File: src/rtl/imm_ext_pkg.sv
// Shared definitions for the immediate-extension units: extension-mode type and encodings.
package imm_ext_pkg;

    typedef logic [1:0] ext_mode_t;

    localparam ext_mode_t MODE_SIGN  = 2'b00;
    localparam ext_mode_t MODE_ZERO  = 2'b01;
    localparam ext_mode_t MODE_UPPER = 2'b10;
    localparam ext_mode_t MODE_BOFS  = 2'b11;

endpackage

File: src/rtl/imm_ext_core.sv
// Combinational immediate extender: (Inst, Mode) -> OUT_W-bit operand.
// Shared by the pipelined wrapper and the single-cycle datapath.
module imm_ext_core
    import imm_ext_pkg::*;
#(
    parameter int IN_W  = 16,
    parameter int OUT_W = 32
) (
    input  logic [IN_W-1:0]  Inst,
    input  ext_mode_t        Mode,
    output logic [OUT_W-1:0] ExtImm
);

    logic [OUT_W-1:0] sign_s;
    logic [OUT_W-1:0] zero_s;

    // Casts keep IN_W == OUT_W legal, where an explicit zero-width pad would not be.
    assign sign_s = OUT_W'(signed'(Inst));
    assign zero_s = OUT_W'(Inst);

    // Mode select
    always_comb begin
        ExtImm = '0;
        case (Mode)
            MODE_SIGN:  ExtImm = sign_s;
            MODE_ZERO:  ExtImm = zero_s;
            MODE_UPPER: ExtImm = zero_s << (OUT_W - IN_W);
            MODE_BOFS:  ExtImm = sign_s << 2'd2;
            default:    ExtImm = '0;
        endcase
    end

endmodule

File: src/rtl/imm_extend_pipe.sv
// Pipelined immediate extender with valid/ready on both sides and a one-entry skid buffer.
// Optional retire counter (port Ext_Count) is built when IMM_EXT_PERF_CNT_EN is defined.
module imm_extend_pipe
    import imm_ext_pkg::*;
#(
    parameter int IN_W  = 16,
    parameter int OUT_W = 32
) (
    input  logic             CLK,
    input  logic             RST,
    input  logic             In_Valid,
    output logic             In_Ready,
    input  logic [IN_W-1:0]  Inst,
    input  ext_mode_t        Mode,
    output logic             Out_Valid,
    input  logic             Out_Ready,
    output logic [OUT_W-1:0] ExtImm
`ifdef IMM_EXT_PERF_CNT_EN
    ,
    output logic [31:0]      Ext_Count
`endif
);

    if (IN_W < 2 || IN_W > OUT_W) begin : g_bad_width
        $error("imm_extend_pipe: need 2 <= IN_W <= OUT_W");
    end

    logic [OUT_W-1:0] ext_s;
    logic             accept_s;
    logic             retire_s;

    logic             out_valid_r;
    logic [OUT_W-1:0] out_data_r;
    logic             skid_valid_r;
    logic [OUT_W-1:0] skid_data_r;

    logic             nxt_out_valid_s;
    logic [OUT_W-1:0] nxt_out_data_s;
    logic             nxt_skid_valid_s;
    logic [OUT_W-1:0] nxt_skid_data_s;

    imm_ext_core #(
        .IN_W  (IN_W),
        .OUT_W (OUT_W)
    ) u_core (
        .Inst   (Inst),
        .Mode   (Mode),
        .ExtImm (ext_s)
    );

    // Ready depends only on skid state, so Out_Ready never reaches In_Ready combinationally.
    assign In_Ready  = ~skid_valid_r;
    assign accept_s  = In_Valid & ~skid_valid_r;
    assign retire_s  = out_valid_r & Out_Ready;
    assign Out_Valid = out_valid_r;
    assign ExtImm    = out_data_r;

    // Next-state for the two-entry FIFO (output register + skid)
    always_comb begin
        nxt_out_valid_s  = out_valid_r;
        nxt_out_data_s   = out_data_r;
        nxt_skid_valid_s = skid_valid_r;
        nxt_skid_data_s  = skid_data_r;
        if (retire_s && skid_valid_r) begin
            // No accept can coincide here: In_Ready is low while the skid is full.
            nxt_out_data_s   = skid_data_r;
            nxt_skid_valid_s = 1'b0;
        end else if (accept_s && (!out_valid_r || retire_s)) begin
            nxt_out_valid_s = 1'b1;
            nxt_out_data_s  = ext_s;
        end else if (accept_s) begin
            nxt_skid_valid_s = 1'b1;
            nxt_skid_data_s  = ext_s;
        end else if (retire_s) begin
            nxt_out_valid_s = 1'b0;
        end else begin
            nxt_out_valid_s = out_valid_r;
        end
    end

    // State registers
    always_ff @(posedge CLK or negedge RST) begin
        if (!RST) begin
            out_valid_r  <= 1'b0;
            out_data_r   <= '0;
            skid_valid_r <= 1'b0;
            skid_data_r  <= '0;
        end else begin
            out_valid_r  <= nxt_out_valid_s;
            out_data_r   <= nxt_out_data_s;
            skid_valid_r <= nxt_skid_valid_s;
            skid_data_r  <= nxt_skid_data_s;
        end
    end

`ifdef IMM_EXT_PERF_CNT_EN
    logic [31:0] ext_count_r;

    // Wrapping retire counter
    always_ff @(posedge CLK or negedge RST) begin
        if (!RST) begin
            ext_count_r <= 32'd0;
        end else if (retire_s) begin
            ext_count_r <= ext_count_r + 32'd1;
        end else begin
            ext_count_r <= ext_count_r;
        end
    end

    assign Ext_Count = ext_count_r;
`endif

endmodule

File: config.mk
export PLATFORM = sky130hd
export DESIGN_NAME = imm_extend_pipe
export DESIGN_NICKNAME = d
export VERILOG_FILES = /design/src/rtl/imm_ext_pkg.sv /design/src/rtl/imm_ext_core.sv /design/src/rtl/imm_extend_pipe.sv
export SDC_FILE = /design/constraint.sdc
export NUM_CORES = 1
export LEC_CHECK = 0
export CAP_MARGIN = 20
export CORE_UTILIZATION = 50
export CTS_BUF_LIST = sky130_fd_sc_hd__clkbuf_4 sky130_fd_sc_hd__clkbuf_8
export DETAILED_ROUTE_END_ITERATION = 10
export PLACE_DENSITY = 0.76
export SLEW_MARGIN = 20
export SYNTH_ARGS = -nofsm -noshare
export SYNTH_HDL_FRONTEND = slang
export SYNTH_SLANG_ARGS = --single-unit
File: constraint.sdc
create_clock -name CLK -period 1.68 [get_ports CLK]
set_input_delay 0.42 -clock CLK [delete_from_list [all_inputs] [get_ports CLK]]
set_output_delay 0.42 -clock CLK [all_outputs]
set_load 0.1 [all_outputs]
======== Word-level counts from Yosys, hierarchy flattened ========
Cells that the tools add are included.
word-level totals
  input bits .............................. 22
  logic and storage cells ................. 34
  bits in registers ....................... 66
  output and inout port bits .............. 34
cells by class
  equality and inequality tests ........... 5
  reductions and logical operators ........ 11
  mux-type cells .......................... 9
  bitwise gates (word level) .............. 5
operators with widths
  kind                  number
  $pmux W32 S4          1
  $mux W32              2
  $mux W1               6
  $reduce_and A3 Y1     2
  $reduce_bool A2 Y1    3
  $eq A2 B2 Y1 const B  2
  $not A1 Y1            3
  $and A1 B1 Y1         2
  $eq A2 B1 Y1 const B  1
  $logic_and A1 B1 Y1   2
  $logic_not A2 Y1      1
  $ne A2 B1 Y1 const B  1
  $ne A2 B2 Y1 const B  1
  $reduce_and A2 Y1     1
  $logic_not A1 Y1      1
  $logic_or A1 B1 Y1    1

======== Logic depth before layout (Yosys ltp) ========
  word-level depth ........................ 5
  depth in mapped cells ................... 5
  gate-level depth less buffers ........... 3

======== Cells and area by module ========
From an unflattened synthesis, not the netlist that was laid out.
unflattened totals
  cell total of the unflattened synthesis .. 266
  area total of the unflattened synthesis .. 3,216.8 um^2
by module, submodules not included
  module           instances  cells an instance  area an instance (um^2)  sequential area each (um^2)
  imm_extend_pipe  1          207                2,706.3                  1,651.6
  imm_ext_core     1          59                 510.5                    0.0

======== Worst setup path before layout ========
No wires, ideal clock.
  kind .................................... reg-to-reg
  from .................................... register out_valid_r, in the netlist Out_Valid
  to ...................................... register out_data_r[31], in the netlist ExtImm[31]
  arrival time ............................ 1,780 ps
  clock period less this slack ............ 1,916 ps
  required time ........................... 1,544 ps
  stages on the path, launching flop included .. 6
  path buffers ............................ 2
  setup slack ............................. -236 ps
  setup time .............................. 136 ps
  path through ............................ dfrtp_1 -> and3_1 -> buf_2 -> o21bai_4 -> buf_6 -> o221ai_2
on the way
  longest elaborated chain between the ends .. 4
  elaborated cells on any way between the ends .. 7
  classes of those cells .................. mux: 1; bitwise: 1; reduce/logical: 5
ends and longest elaborated chain
  element                                                   RTL line                                      source
  start: declaration                                        imm_extend_pipe.sv:32                         logic out_valid_r;
  start signal: assignment                                  imm_extend_pipe.sv:89                         out_valid_r <= nxt_out_valid_s;
  $and A1 B1 Y1 / $logic_not A1 Y1 (equally long branches)  imm_extend_pipe.sv:54, imm_extend_pipe.sv:68
  $logic_or A1 B1 Y1                                        imm_extend_pipe.sv:68                         end else if (accept_s && (!out_valid_r || retire_s)) begin
  $logic_and A1 B1 Y1                                       imm_extend_pipe.sv:68
  $reduce_bool A2 Y1 (no source line)                       -
  end signal: assignment                                    imm_extend_pipe.sv:90                         out_data_r <= nxt_out_data_s;
  end: declaration                                          imm_extend_pipe.sv:33                         logic [OUT_W-1:0] out_data_r;
Parallel ways exist; a longest one is shown, timed or not.
A chain may end at the register's enable or synchronous reset.

======== Final worst setup path ========
  from .................................... input port Mode[1]
  to ...................................... register out_data_r[9], in the netlist ExtImm[9]
on the way
  longest elaborated chain between the ends .. 4
  elaborated cells on any way between the ends .. 7
  classes of those cells .................. eq/ne: 3; mux: 3; reduce/logical: 1
ends and longest elaborated chain
  element                                     RTL line               source
  start: declaration                          imm_extend_pipe.sv:14  input ext_mode_t Mode,
  $eq A2 B2 Y1, or another cell as far along  imm_ext_core.sv:24     case (Mode)
  $pmux W32 S4 (*)                            imm_ext_core.sv:24
  $mux W32 (*)                                imm_extend_pipe.sv:68
  $mux W32 (*)                                imm_extend_pipe.sv:64  if (retire_s && skid_valid_r) begin
Every way passes the cells marked *; elsewhere a longest branch is shown, timed or not. The select of a mux whose other input is x is not followed.

==> flow_results.xml <==
<?xml version="1.0" encoding="UTF-8"?>
<metrics>
  <group name="sta">
    <metric name="tightest_slew" unit="ns">0.4744</metric>
    <metric name="final_setup_violating_endpoints" unit="">0</metric>
    <metric name="post-route-min-period" unit="ns">1.605</metric>
    <metric name="timing_hold_violations_final" unit="">0</metric>
    <metric name="fin_worst_skew" unit="ns">0.01006</metric>
    <metric name="number_of_max_slew_violations_in_the_final_report" unit="">0</metric>
    <metric name="final.period_utilization" unit="%">95.51</metric>
    <metric name="maxClockFrequency" unit="MHz">623.2</metric>
    <metric name="fin_setup_tns" unit="ns">0</metric>
    <metric name="worst_hold_slack" unit="ns">0.06471</metric>
    <metric name="rsz_0062_raised_after_global_routing" unit="">no</metric>
    <metric name="tightest_slew_margin_relative_to_the_limit" unit="%">68.31</metric>
  </group>
  <group name="synth">
    <metric name="ys_seq_area_share" unit="%">50.21</metric>
    <metric name="synth.avg_cell_area" unit="um2">10.44</metric>
    <metric name="post-synth-top-area-cell" unit="">sky130_fd_sc_hd__dfrtp_1</metric>
    <metric name="biggest_area_contributors_in_the_synthesized_netlist" unit="">sky130_fd_sc_hd__dfrtp_1, sky130_fd_sc_hd__o221ai_2, sky130_fd_sc_hd__nand2_1</metric>
    <metric name="synth_nets" unit="">337</metric>
    <metric name="synth_area" unit="um2">3289</metric>
    <metric name="yosysWarningCount" unit="">0</metric>
    <metric name="synth_cell_type_count" unit="">24</metric>
    <metric name="post-synth-top-area-fraction" unit="%">50.21</metric>
    <metric name="synth.ff_latch_count" unit="">66</metric>
    <metric name="postSynthCellCount" unit="">315</metric>
  </group>
  <group name="clocking">
    <metric name="ctsHoldBuffers" unit="">0</metric>
    <metric name="clk_path_buf_depth" unit="">2</metric>
    <metric name="ctsRootBufferMaster" unit="">sky130_fd_sc_hd__clkbuf_8</metric>
    <metric name="htree_levels" unit="">3</metric>
    <metric name="tritoncts" unit="">built</metric>
    <metric name="cts-buffers-inserted" unit="">9</metric>
    <metric name="clk_pin_slew" unit="ns">0.07</metric>
    <metric name="clock_sinks" unit="">66</metric>
    <metric name="clk-insertion-delay-late" unit="ns">0.35</metric>
  </group>
  <group name="pwr">
    <metric name="power.density" unit="nW/um2">2159</metric>
    <metric name="max-vdd-ir-drop" unit="mV">1.625</metric>
    <metric name="report.power.total" unit="mW">9.787</metric>
    <metric name="leakage" unit="nW">1.930</metric>
  </group>
  <group name="worst_setup_path">
    <metric name="criticalPathCategory" unit="">input port to flop</metric>
    <metric name="cp.buffers_inverters" unit="">3</metric>
    <metric name="crit_fanout" unit="">8</metric>
    <metric name="cp_slowest_cell" unit="">sky130_fd_sc_hd__clkdlybuf4s50_1</metric>
    <metric name="regToRegStartpoint" unit="">Out_Valid</metric>
    <metric name="cp.arrival" unit="ns">1.83</metric>
    <metric name="crit_path_max_incr_delay" unit="ns">0.43</metric>
    <metric name="crit_path_frequent_cell" unit="">sky130_fd_sc_hd__buf_4</metric>
    <metric name="crit_start" unit="">Mode[1]</metric>
    <metric name="critical_path_required" unit="ns">1.91</metric>
    <metric name="critPathTopFamily" unit="">buffers and inverters</metric>
    <metric name="endpoint_type_of_the_worst_setup_path" unit="">flop</metric>
    <metric name="cp-start-kind" unit="">input port</metric>
    <metric name="worstPathCellList" unit="">clkdlybuf4s50_1 -&gt; buf_4 -&gt; and2_1 -&gt; buf_4 -&gt; a21oi_1 -&gt; o221ai_2</metric>
  </group>
  <group name="cells_and_area">
    <metric name="layout.cells.most_common_list" unit="">sky130_fd_sc_hd__dfrtp_1, sky130_fd_sc_hd__nand2_1, sky130_fd_sc_hd__buf_12</metric>
    <metric name="num-fill-cells" unit="">423</metric>
    <metric name="post_route_cells_drive_above_1_share" unit="%">31.13</metric>
    <metric name="design_area" unit="um2">4533</metric>
    <metric name="nets" unit="">398</metric>
    <metric name="final_util" unit="%">71.39</metric>
    <metric name="antenna_diode_count" unit="">0</metric>
    <metric name="syn_to_final_growth" unit="%">37.81</metric>
  </group>
  <group name="global_route">
    <metric name="grt_antenna_before_repair" unit="">0</metric>
    <metric name="grt_usage" unit="%">24.48</metric>
    <metric name="grt_max_degree" unit="">67</metric>
    <metric name="grt_pass1_wl" unit="um">13270</metric>
    <metric name="grt_pass1_vias" unit="">2637</metric>
    <metric name="overflow" unit="">0</metric>
  </group>
  <group name="drt">
    <metric name="violation_count_after_the_first_detailed_routing_iteration" unit="">196</metric>
    <metric name="via_count" unit="">2551</metric>
    <metric name="wl_per_instance" unit="um">16.80</metric>
    <metric name="route.antenna.remaining_nets" unit="">0</metric>
    <metric name="drcViolationCount" unit="">0</metric>
    <metric name="routed_wirelength" unit="um">7662</metric>
    <metric name="detail_route.first_pass.iterations" unit="">4</metric>
    <metric name="vias_per_cell" unit="">5.594</metric>
  </group>
  <group name="die">
    <metric name="design.core.area" unit="um2">6350</metric>
    <metric name="die-height" unit="um">83.11</metric>
    <metric name="chipWidth" unit="um">83.11</metric>
    <metric name="rows" unit="">29</metric>
    <metric name="io-pin-count" unit="">56</metric>
    <metric name="start_util" unit="%">51.80</metric>
    <metric name="die_area" unit="um2">6907</metric>
  </group>
  <group name="placed_design">
    <metric name="buffer_ports.inserted" unit="">55</metric>
    <metric name="globalplace.congestion" unit="">0.8123</metric>
    <metric name="place_hpwl" unit="um">5284</metric>
    <metric name="detailed_place.area" unit="um2">4360</metric>
  </group>
  <group name="status">
    <metric name="run_status" unit="">finished clean</metric>
  </group>
  <group name="run">
    <metric name="max_cap_violations" unit="">0</metric>
  </group>
  <group name="hold_path">
    <metric name="hold_class" unit="">input port to async pin</metric>
  </group>
</metrics>
==> report_power, final <==
part           internal, mW  switching [mW]  total [mW]
logic                  2.16            3.64        5.80
registers              2.25           0.584        2.84
clock network         0.570           0.583        1.15
==> metrics by stage <==
step	worst slack, ns	cells
final	0.07548	456
after global placement	-0.4020	442
after floorplan	0.07138	315
after global routing	0.009223	456
after CTS	0.06313	456
after detailed placement	-0.4382	442
==> kinds of logic (layout without fill, tap and decap cells) <==
group | Yosys count | after routing | share of synthesized area [%]
mux | 1 | 1 | 0.3423
buf+inv | 61 | 125 | 9.319
simple gates | 88 | 88 | 12.10
compound gates | 98 | 98 | 27.54
flops | 66 | 66 | 50.21
xor+xnor | 1 | 1 | 0.4946
==> cells in the mapped netlist <==
library cell                instances
sky130_fd_sc_hd__clkbuf_1           5
sky130_fd_sc_hd__o21ai_1           31
sky130_fd_sc_hd__mux2_1             1
sky130_fd_sc_hd__o221ai_2          31
sky130_fd_sc_hd__xnor2_2            1
sky130_fd_sc_hd__nand4bb_1          1
sky130_fd_sc_hd__or2_1              1
sky130_fd_sc_hd__nor2b_2            2
sky130_fd_sc_hd__buf_6              7
sky130_fd_sc_hd__and2_1             1
sky130_fd_sc_hd__nand2_1           65
sky130_fd_sc_hd__and3_1             1
sky130_fd_sc_hd__buf_2             11
sky130_fd_sc_hd__o21ai_0            3
sky130_fd_sc_hd__o21bai_4           1
sky130_fd_sc_hd__a22oi_1            5
sky130_fd_sc_hd__o221ai_1           1
sky130_fd_sc_hd__nand2b_1           3
sky130_fd_sc_hd__buf_4              3
sky130_fd_sc_hd__a22oi_2           10
sky130_fd_sc_hd__inv_1             35
sky130_fd_sc_hd__nor2b_1           14
sky130_fd_sc_hd__a21oi_1           16
sky130_fd_sc_hd__dfrtp_1           66
==> area by class of cell <==
type	instances	area [um2]	area share, %
clock buffer	11	145.1	3.202
tap	77	96.34	2.125
multi-input combinational	188	1346	29.70
timing repair buffer	76	1144	25.23
clock inverter	3	17.52	0.3864
sequential	66	1653	36.46
inverter	35	131.4	2.898
==> flip-flops by register name (all words and copies together), names as in the netlist <==
| signal | count |
|---|---|
| ExtImm | 32 |
| skid_data_r | 32 |
| Out_Valid | 1 |
| skid_valid_r | 1 |
==> repair_timing <==
action / CTS / global route
buffers inserted: 0 / 0
setup endpoints to repair: 15 / 1
resized for setup: 1 / 1
==> path summary, 6_finish.rpt <==
kind	slack (ns)	to	cells after the start
min in group CLK	0.48	ExtImm[31]	2
setup reg to reg	0.30	ExtImm[19]	4
max in group asynchronous	1.30	skid_data_r[30]	2
setup / recovery	0.08	ExtImm[9]	6
hold / removal	0.06	skid_data_r[25]	2
hold reg to reg	0.48	ExtImm[31]	2
==> metal layers <==
metal | part of all wire [%] | GRT usage (%)
met1 | 44 | 33.07
met2 | 48 | 37.93
met3 | 5.9 | 6.859
met4 | 1.8 | 8.777
met5 | 0 | 0
Note: power is estimated with default switching activity, not from simulation.
